==> config.mk <==
export PLATFORM = sky130hd
export DESIGN_NAME = ysyx_24090013_irom_arb
export DESIGN_NICKNAME = d
export VERILOG_FILES = /design/src/rtl/ysyx_24090013_irom_arb.sv
export SDC_FILE = /design/constraint.sdc
export NUM_CORES = 1
export LEC_CHECK = 0
export ABC_CLOCK_PERIOD_IN_PS = 3000
export BUFFER_PORTS_ARGS = -buffer_cell sky130_fd_sc_hd__buf_2
export CORE_MARGIN = 4
export CORE_UTILIZATION = 43
export DETAILED_ROUTE_END_ITERATION = 7
export GPL_ROUTABILITY_DRIVEN = 1
export PLACE_DENSITY = 0.82
export REMOVE_ABC_BUFFERS = 1
export SYNTH_ARGS = -nofsm -noshare
export SYNTH_HDL_FRONTEND = slang
export SYNTH_SLANG_ARGS = --single-unit
==> constraint.sdc <==
create_clock -name clk -period 3 [get_ports clk]
set_input_delay 0.6 -clock clk [delete_from_list [all_inputs] [get_ports clk]]
set_output_delay 0.6 -clock clk [all_outputs]
set_load 0.005 [all_outputs]
==> src/rtl/ysyx_24090013_irom_arb.sv <==
// ysyx_24090013_irom_arb: IF/LS arbiter and single-cycle sequencer for the shared instruction ROM.
// Define IROM_ARB_RR_EN for round-robin arbitration; otherwise IF has fixed priority over LS.
module ysyx_24090013_irom_arb #(
  parameter int ADDR_W = 32,
  parameter int DATA_W = 32,
  parameter logic [ADDR_W-1:0] ROM_BASE = 32'h8000_0000,
  parameter int ROM_WORDS = 20
) (
  input  logic              clk,
  input  logic              rst,
  input  logic              if_req_valid,
  input  logic [ADDR_W-1:0] if_req_addr,
  output logic              if_req_ready,
  output logic              if_rsp_valid,
  output logic [DATA_W-1:0] if_rsp_data,
  output logic              if_rsp_err,
  input  logic              if_rsp_ready,
  input  logic              ls_req_valid,
  input  logic [ADDR_W-1:0] ls_req_addr,
  output logic              ls_req_ready,
  output logic              ls_rsp_valid,
  output logic [DATA_W-1:0] ls_rsp_data,
  output logic              ls_rsp_err,
  input  logic              ls_rsp_ready,
  output logic              rom_ren,
  output logic [ADDR_W-1:0] rom_addr,
  input  logic [DATA_W-1:0] rom_data
);
  // One extra bit so the end bound cannot wrap at the top of the address space
  localparam logic [ADDR_W:0] ROM_END = {1'b0, ROM_BASE} + (ADDR_W+1)'(4 * ROM_WORDS);
  typedef enum logic {IDLE, RESP} state_t;
  state_t state, state_nxt;
  logic last_grant;
  logic [DATA_W-1:0] rsp_data;
  logic rsp_err;
  logic [ADDR_W-1:0] addr_q, win_addr;
  logic grant, pick_ls, legal, rsp_take;
  always_ff @(posedge clk or posedge rst)
    if (rst) state <= IDLE;
    else state <= state_nxt;
  always_comb
    state_nxt = (state == IDLE) ? (grant ? RESP : IDLE) : (rsp_take ? IDLE : RESP);
  // last_grant doubles as the response owner: both are set on every accept
  always_ff @(posedge clk or posedge rst)
    if (rst) begin
      last_grant <= 1'b1;
      rsp_data   <= '0;
      rsp_err    <= 1'b0;
      addr_q     <= '0;
    end else if (grant) begin
      last_grant <= pick_ls;
      rsp_data   <= legal ? rom_data : '0;
      rsp_err    <= ~legal;
      addr_q     <= win_addr;
    end
  always_comb begin
    grant = ~rst & (state == IDLE) & (if_req_valid | ls_req_valid);
`ifdef IROM_ARB_RR_EN
    pick_ls = ls_req_valid & (~if_req_valid | ~last_grant);
`else
    pick_ls = ls_req_valid & ~if_req_valid;
`endif
    win_addr = pick_ls ? ls_req_addr : if_req_addr;
    legal = ({1'b0, win_addr} >= {1'b0, ROM_BASE}) && ({1'b0, win_addr} < ROM_END) &&
            (win_addr[1:0] == 2'b00);
    if_req_ready = grant & ~pick_ls;
    ls_req_ready = grant & pick_ls;
    rom_ren = grant & legal;
    rom_addr = grant ? win_addr : addr_q;
    if_rsp_valid = (state == RESP) & ~last_grant;
    ls_rsp_valid = (state == RESP) & last_grant;
    rsp_take = last_grant ? ls_rsp_ready : if_rsp_ready;
    if_rsp_data = rsp_data;
    ls_rsp_data = rsp_data;
    if_rsp_err = rsp_err;
    ls_rsp_err = rsp_err;
  end
endmodule

# Yosys cells after proc, flatten, opt, wreduce, memory -nomap -nowiden

Cells that the tools add are included.

Muxes and demuxes: 7
Order comparisons: 2
Reductions and logical operators: 3
Bitwise logic cells: 15

Operator list:

| cell                                               | number |
|---|---|
| two-way mux 32 bit                                 | 3 |
| >= comparator 32 bit, second input constant        | 1 |
| less-than comparator 32 bit, second input constant | 1 |
| bitwise AND 1 bit                                  | 8 |
| NOT 1 bit                                          | 6 |
| two-way mux 1 bit                                  | 4 |
| logical AND 1 bit                                  | 2 |
| zero test 2 bit                                    | 1 |
| bitwise OR 1 bit                                   | 1 |

Logic and storage cells: 32
Register bits: 67

# Longest topological paths before layout

Depth after elaboration: 7
Gate-level depth with buffers: 9
Depth with buffers taken out: 5

# Worst setup path before layout

OpenSTA, ideal clock, no wires.

Path type: input -> output
From: input port if_req_valid
To: output port rom_addr[2]
Stages: 5
Data required time: 2.400 ns
Setup slack: 0.681 ns
Arrival time: 1.719 ns
Cells stage by stage: buf_6 > o21ai_0 > clkbuf_1 > clkbuf_1 > a22o_1

Cells in the longest elaborated chain, start to end: 4
Elaborated cells between the ends (all ways): 6
Classes of those cells: mux: 2; bitwise: 4

RTL lines:

| item                   | line | source |
|---|---|---|
| start: declaration     | 11   | `input logic if_req_valid,` |
| NOT 1 bit              | 61   | `pick_ls = ls_req_valid & ~if_req_valid;` |
| bitwise AND 1 bit      | 61   |  |
| two-way mux 32 bit     | 63   | `win_addr = pick_ls ? ls_req_addr : if_req_addr;` |
| two-way mux 32 bit (*) | 69   | `rom_addr = grant ? win_addr : addr_q;` |
| end: declaration       | 26   | `output logic [ADDR_W-1:0] rom_addr,` |

Every way passes the cells marked *; elsewhere a longest branch is shown, timed or not.

# Worst setup path in the final report

From: register state
To: output port rom_addr[8]

Cells in the longest elaborated chain, start to end: 4

RTL lines:

| item                           | line | source |
|---|---|---|
| start: declaration             | 32   | `state_t state, state_nxt;` |
| start signal: assignment       | 40   | `else state <= state_nxt;` |
| NOT 1 bit                      | 57   | `grant = ~rst & (state == IDLE) & (if_req_valid \| ls_req_valid);` |
| bitwise AND 1 bit (2 in a row) | 57   |  |
| two-way mux 32 bit             | 69   |  |

Every way passes these cells.

==> metrics.md <==
| Metric | Value |
|---|---|
| Dominant combinational cell family by area after synthesis | `compound AO/OA/AOI/OAI gates` |
| CTS tree | `yes` |
| First-pass GRT wire length | `13.6 mm` |
| Post-CTS setup buffer count | `0` |
| Final setup violation count | `0` |
| GRT overflow | `0` |
| Seq/Total Area, Yosys | `52.5%` |
| Hold Violations, Final | `0` |
| Largest net degree at the start of global routing | `55` |
| # nets final | `565` |
| Netlist cell types | `27` |
| Power Density | `643 mW/mm²` |
| Minimum clock period | `2.54 ns` |
| Initial antenna violation count | `0` |
| Synth Area in Simple Gates | `9.83%` |
| Mapped Cells | `293` |
| Critical Path, Cell by Cell | `nor2_1 > o21ai_4 > buf_12 > o21ai_0 > buf_2` |
| Tot Pwr | `2740 µW` |
| Port Buffers | `204` |
| CTS Hold Buffers Added | `0` |
| Area fraction in compound gates after synthesis | `16.8%` |
| Outcome | `complete, no violations` |
| Maximum Capacitance Violations | `0` |
| Die width | `94.2 µm` |
| Crit path max fanout | `54` |
| Multiplexer share of the synthesized area | `8.77%` |
| Setup crit end kind | `output port` |
| RSZ-0062 raised after global routing | `no` |
| Layout area overhead | `33.5%` |
| Avg Inst Size Synth | `10.9 µm²` |
| Most common cell after layout, fill and taps aside | `buf_2` |
| CTS buffer count | `9` |
| Tightest Pin Transition | `0.687 ns` |
| Fraction of layout instances using a drive strength above 1 | `49.4%` |
| Die area | `0.00887 mm²` |
| Reg-to-Reg Start | `state` |
| Slowest-stage cell, CP | `dfrtp_1` |
| CP arrival | `1.94 ns` |
| Most frequent cells in the layout | `buf_2 (204), dfrtp_1 (66), a22o_1 (36), nand2_1 (32), o21ai_0 (30)` |
| Core area | `0.00725 mm²` |
| Max VDD drop | `295 µV` |
| Vias per cell | `4.97` |
| I/O pins | `205` |
| Clock root buffer | `clkbuf_8` |
| Yosys warns | `0` |
| Die H | `94.2 µm` |
| Hold Path Class | `input port to asynchronous set/reset pin` |
| Hpwl dp | `6.85 mm` |
| Max Freq | `393 MHz` |
| Worst setup path category | `flip-flop to output port` |
| Diode count | `0` |
| Clk buf depth | `2` |
| Leakage | `0.00247 µW` |
| CP startpoint | `state` |
| Synthesis-stage register bit count | `67` |
| Post-route cell area | `0.00427 mm²` |
| Reg clk slew, reported paths | `0.07 ns` |
| Antenna Nets Post-Route | `0` |
| # DRC | `0` |
| Cell Area, Placed | `0.00407 mm²` |
| Initial core utilization | `44.0%` |
| Final Wtd Congestion | `0.817` |
| Crit path largest cell delay | `0.42 ns` |
| Post-Syn Area | `0.00319 mm²` |
| Detailed Route Iter0 Violations | `71` |
| Overall via count from detail_route | `2,816` |
| Filler instances | `653` |
| Max-slew violations | `0` |
| Post-Synth Adder-Cell Area | `0%` |
| Avg WL per Cell | `15.3 µm` |
| Final WL | `8.68 mm` |
| Cts repair resizes | `0` |
| Req. time, crit path | `2.40 ns` |
| Clock Latency Late Sink | `0.34 ns` |
| Hold_ws | `0.399 ns` |
| Clock sink count | `67` |
| Vias in the first global route | `2,827` |
| Clk_skew | `0.0100 ns` |
| Post-Synth XOR/XNOR Area | `0%` |
| Final cycle utilization of the critical path | `84.8%` |
| Slew HR | `54.1%` |
| H-tree depth | `3` |
| GR Util All Layers | `19.5%` |
| Num rows | `31` |
| Startpoint types | `flip-flop` |
| DR pass1 iterations | `5` |
area by class of cell:
cell class	instances	area [µm²]	share of cell area [%]
flip-flops and latches	67	1680	39.3
multi-input cells	168	1140	26.8
repair buffers	211	1100	25.8
clock buffers	9	124	2.90
well taps	99	124	2.90
clock inverters	7	76.3	1.79
inverters	6	22.5	0.528
routing by layer:
metal  global-route usage, %  vias up  share of wire [%]
met1                    24.1     1336                 40
met4                    5.90        0                1.1
met2                    33.3      110                 51
li1                        -     1360                  -
met5                       0        -                  0
met3                    5.21       10                7.3
power by group:
group          total (µW)  switching [µW]  internal (µW)
combinational         800             450            350
sequential           1200            68.1           1130
clock                 740             353            388
total                2740             871           1870
state kept, by name, indices dropped and copies added, names as in the netlist:
signal       cells
if_rsp_err       1
if_rsp_data     32
state            1
addr_q          32
last_grant       1
metrics by stage:
stage / setup slack (ns) / std cells / setup TNS, ns / utilization [%]
final: 0.457 / 567 / 0 / 58.8
after CTS: 0.406 / 567 / 0 / 58.8
after detailed placement: 0.480 / 551 / 0 / 56.0
after floorplan: -3.40 / 241 / -289.70 / -
after global placement: 0.429 / 551 / 0 / 56.0
after global routing: 0.262 / 567 / 0 / 58.8
final timing paths:
kind / slack [ns] / to / depth (start not counted)
min reg2reg: 0.49 / addr_q[18] / 2
max: 0.46 / rom_addr[8] / 5
max reg2reg: 1.02 / if_rsp_data[3] / 7
min in group clk: 0.47 / if_rsp_data[14] / 2
max in group asynchronous: 1.98 / addr_q[15] / 3
min: 0.40 / addr_q[2] / 2
cell usage after synthesis, drive strengths merged:
cell type | number | area share, %
clkbuf | 11 | 1.3
a22o | 36 | 9.9
nor4 | 10 | 2.0
dfstp | 1 | 0.82
a221o | 1 | 0.31
dfrtp | 66 | 52
o22ai | 1 | 0.20
o211ai | 2 | 0.47
mux2i | 28 | 8.8
and2 | 2 | 0.39
nor4b | 2 | 0.55
nor3 | 1 | 0.16
nor2 | 5 | 0.59
o21a | 2 | 0.47
o21ai | 31 | 4.9
inv | 6 | 0.71
nand2 | 32 | 3.8
nor2b | 3 | 0.59
and3 | 2 | 0.39
a21oi | 4 | 0.63
nand2b | 1 | 0.43
or3 | 2 | 0.39
buf | 41 | 10
nor3b | 1 | 0.24
nand4 | 2 | 0.39
worst max-delay path, delay by kind of cell, from the launching register on:
| family | cells | cell delay (ns) |
|---|---|---|
| flops | 1 | 0.42 |
| buf+inv | 2 | 0.40 |
| simple gates | 1 | 0.26 |
| compound gates | 2 | 0.51 |
cell families (layout without fill, tap and decap cells):
group           Yosys count  count (layout)
mux                      28              28
buf+inv                  58             233
compound gates           77              77
flops                    67              67
simple gates             63              63
No activity file was read; power rests on OpenSTA's default activity.
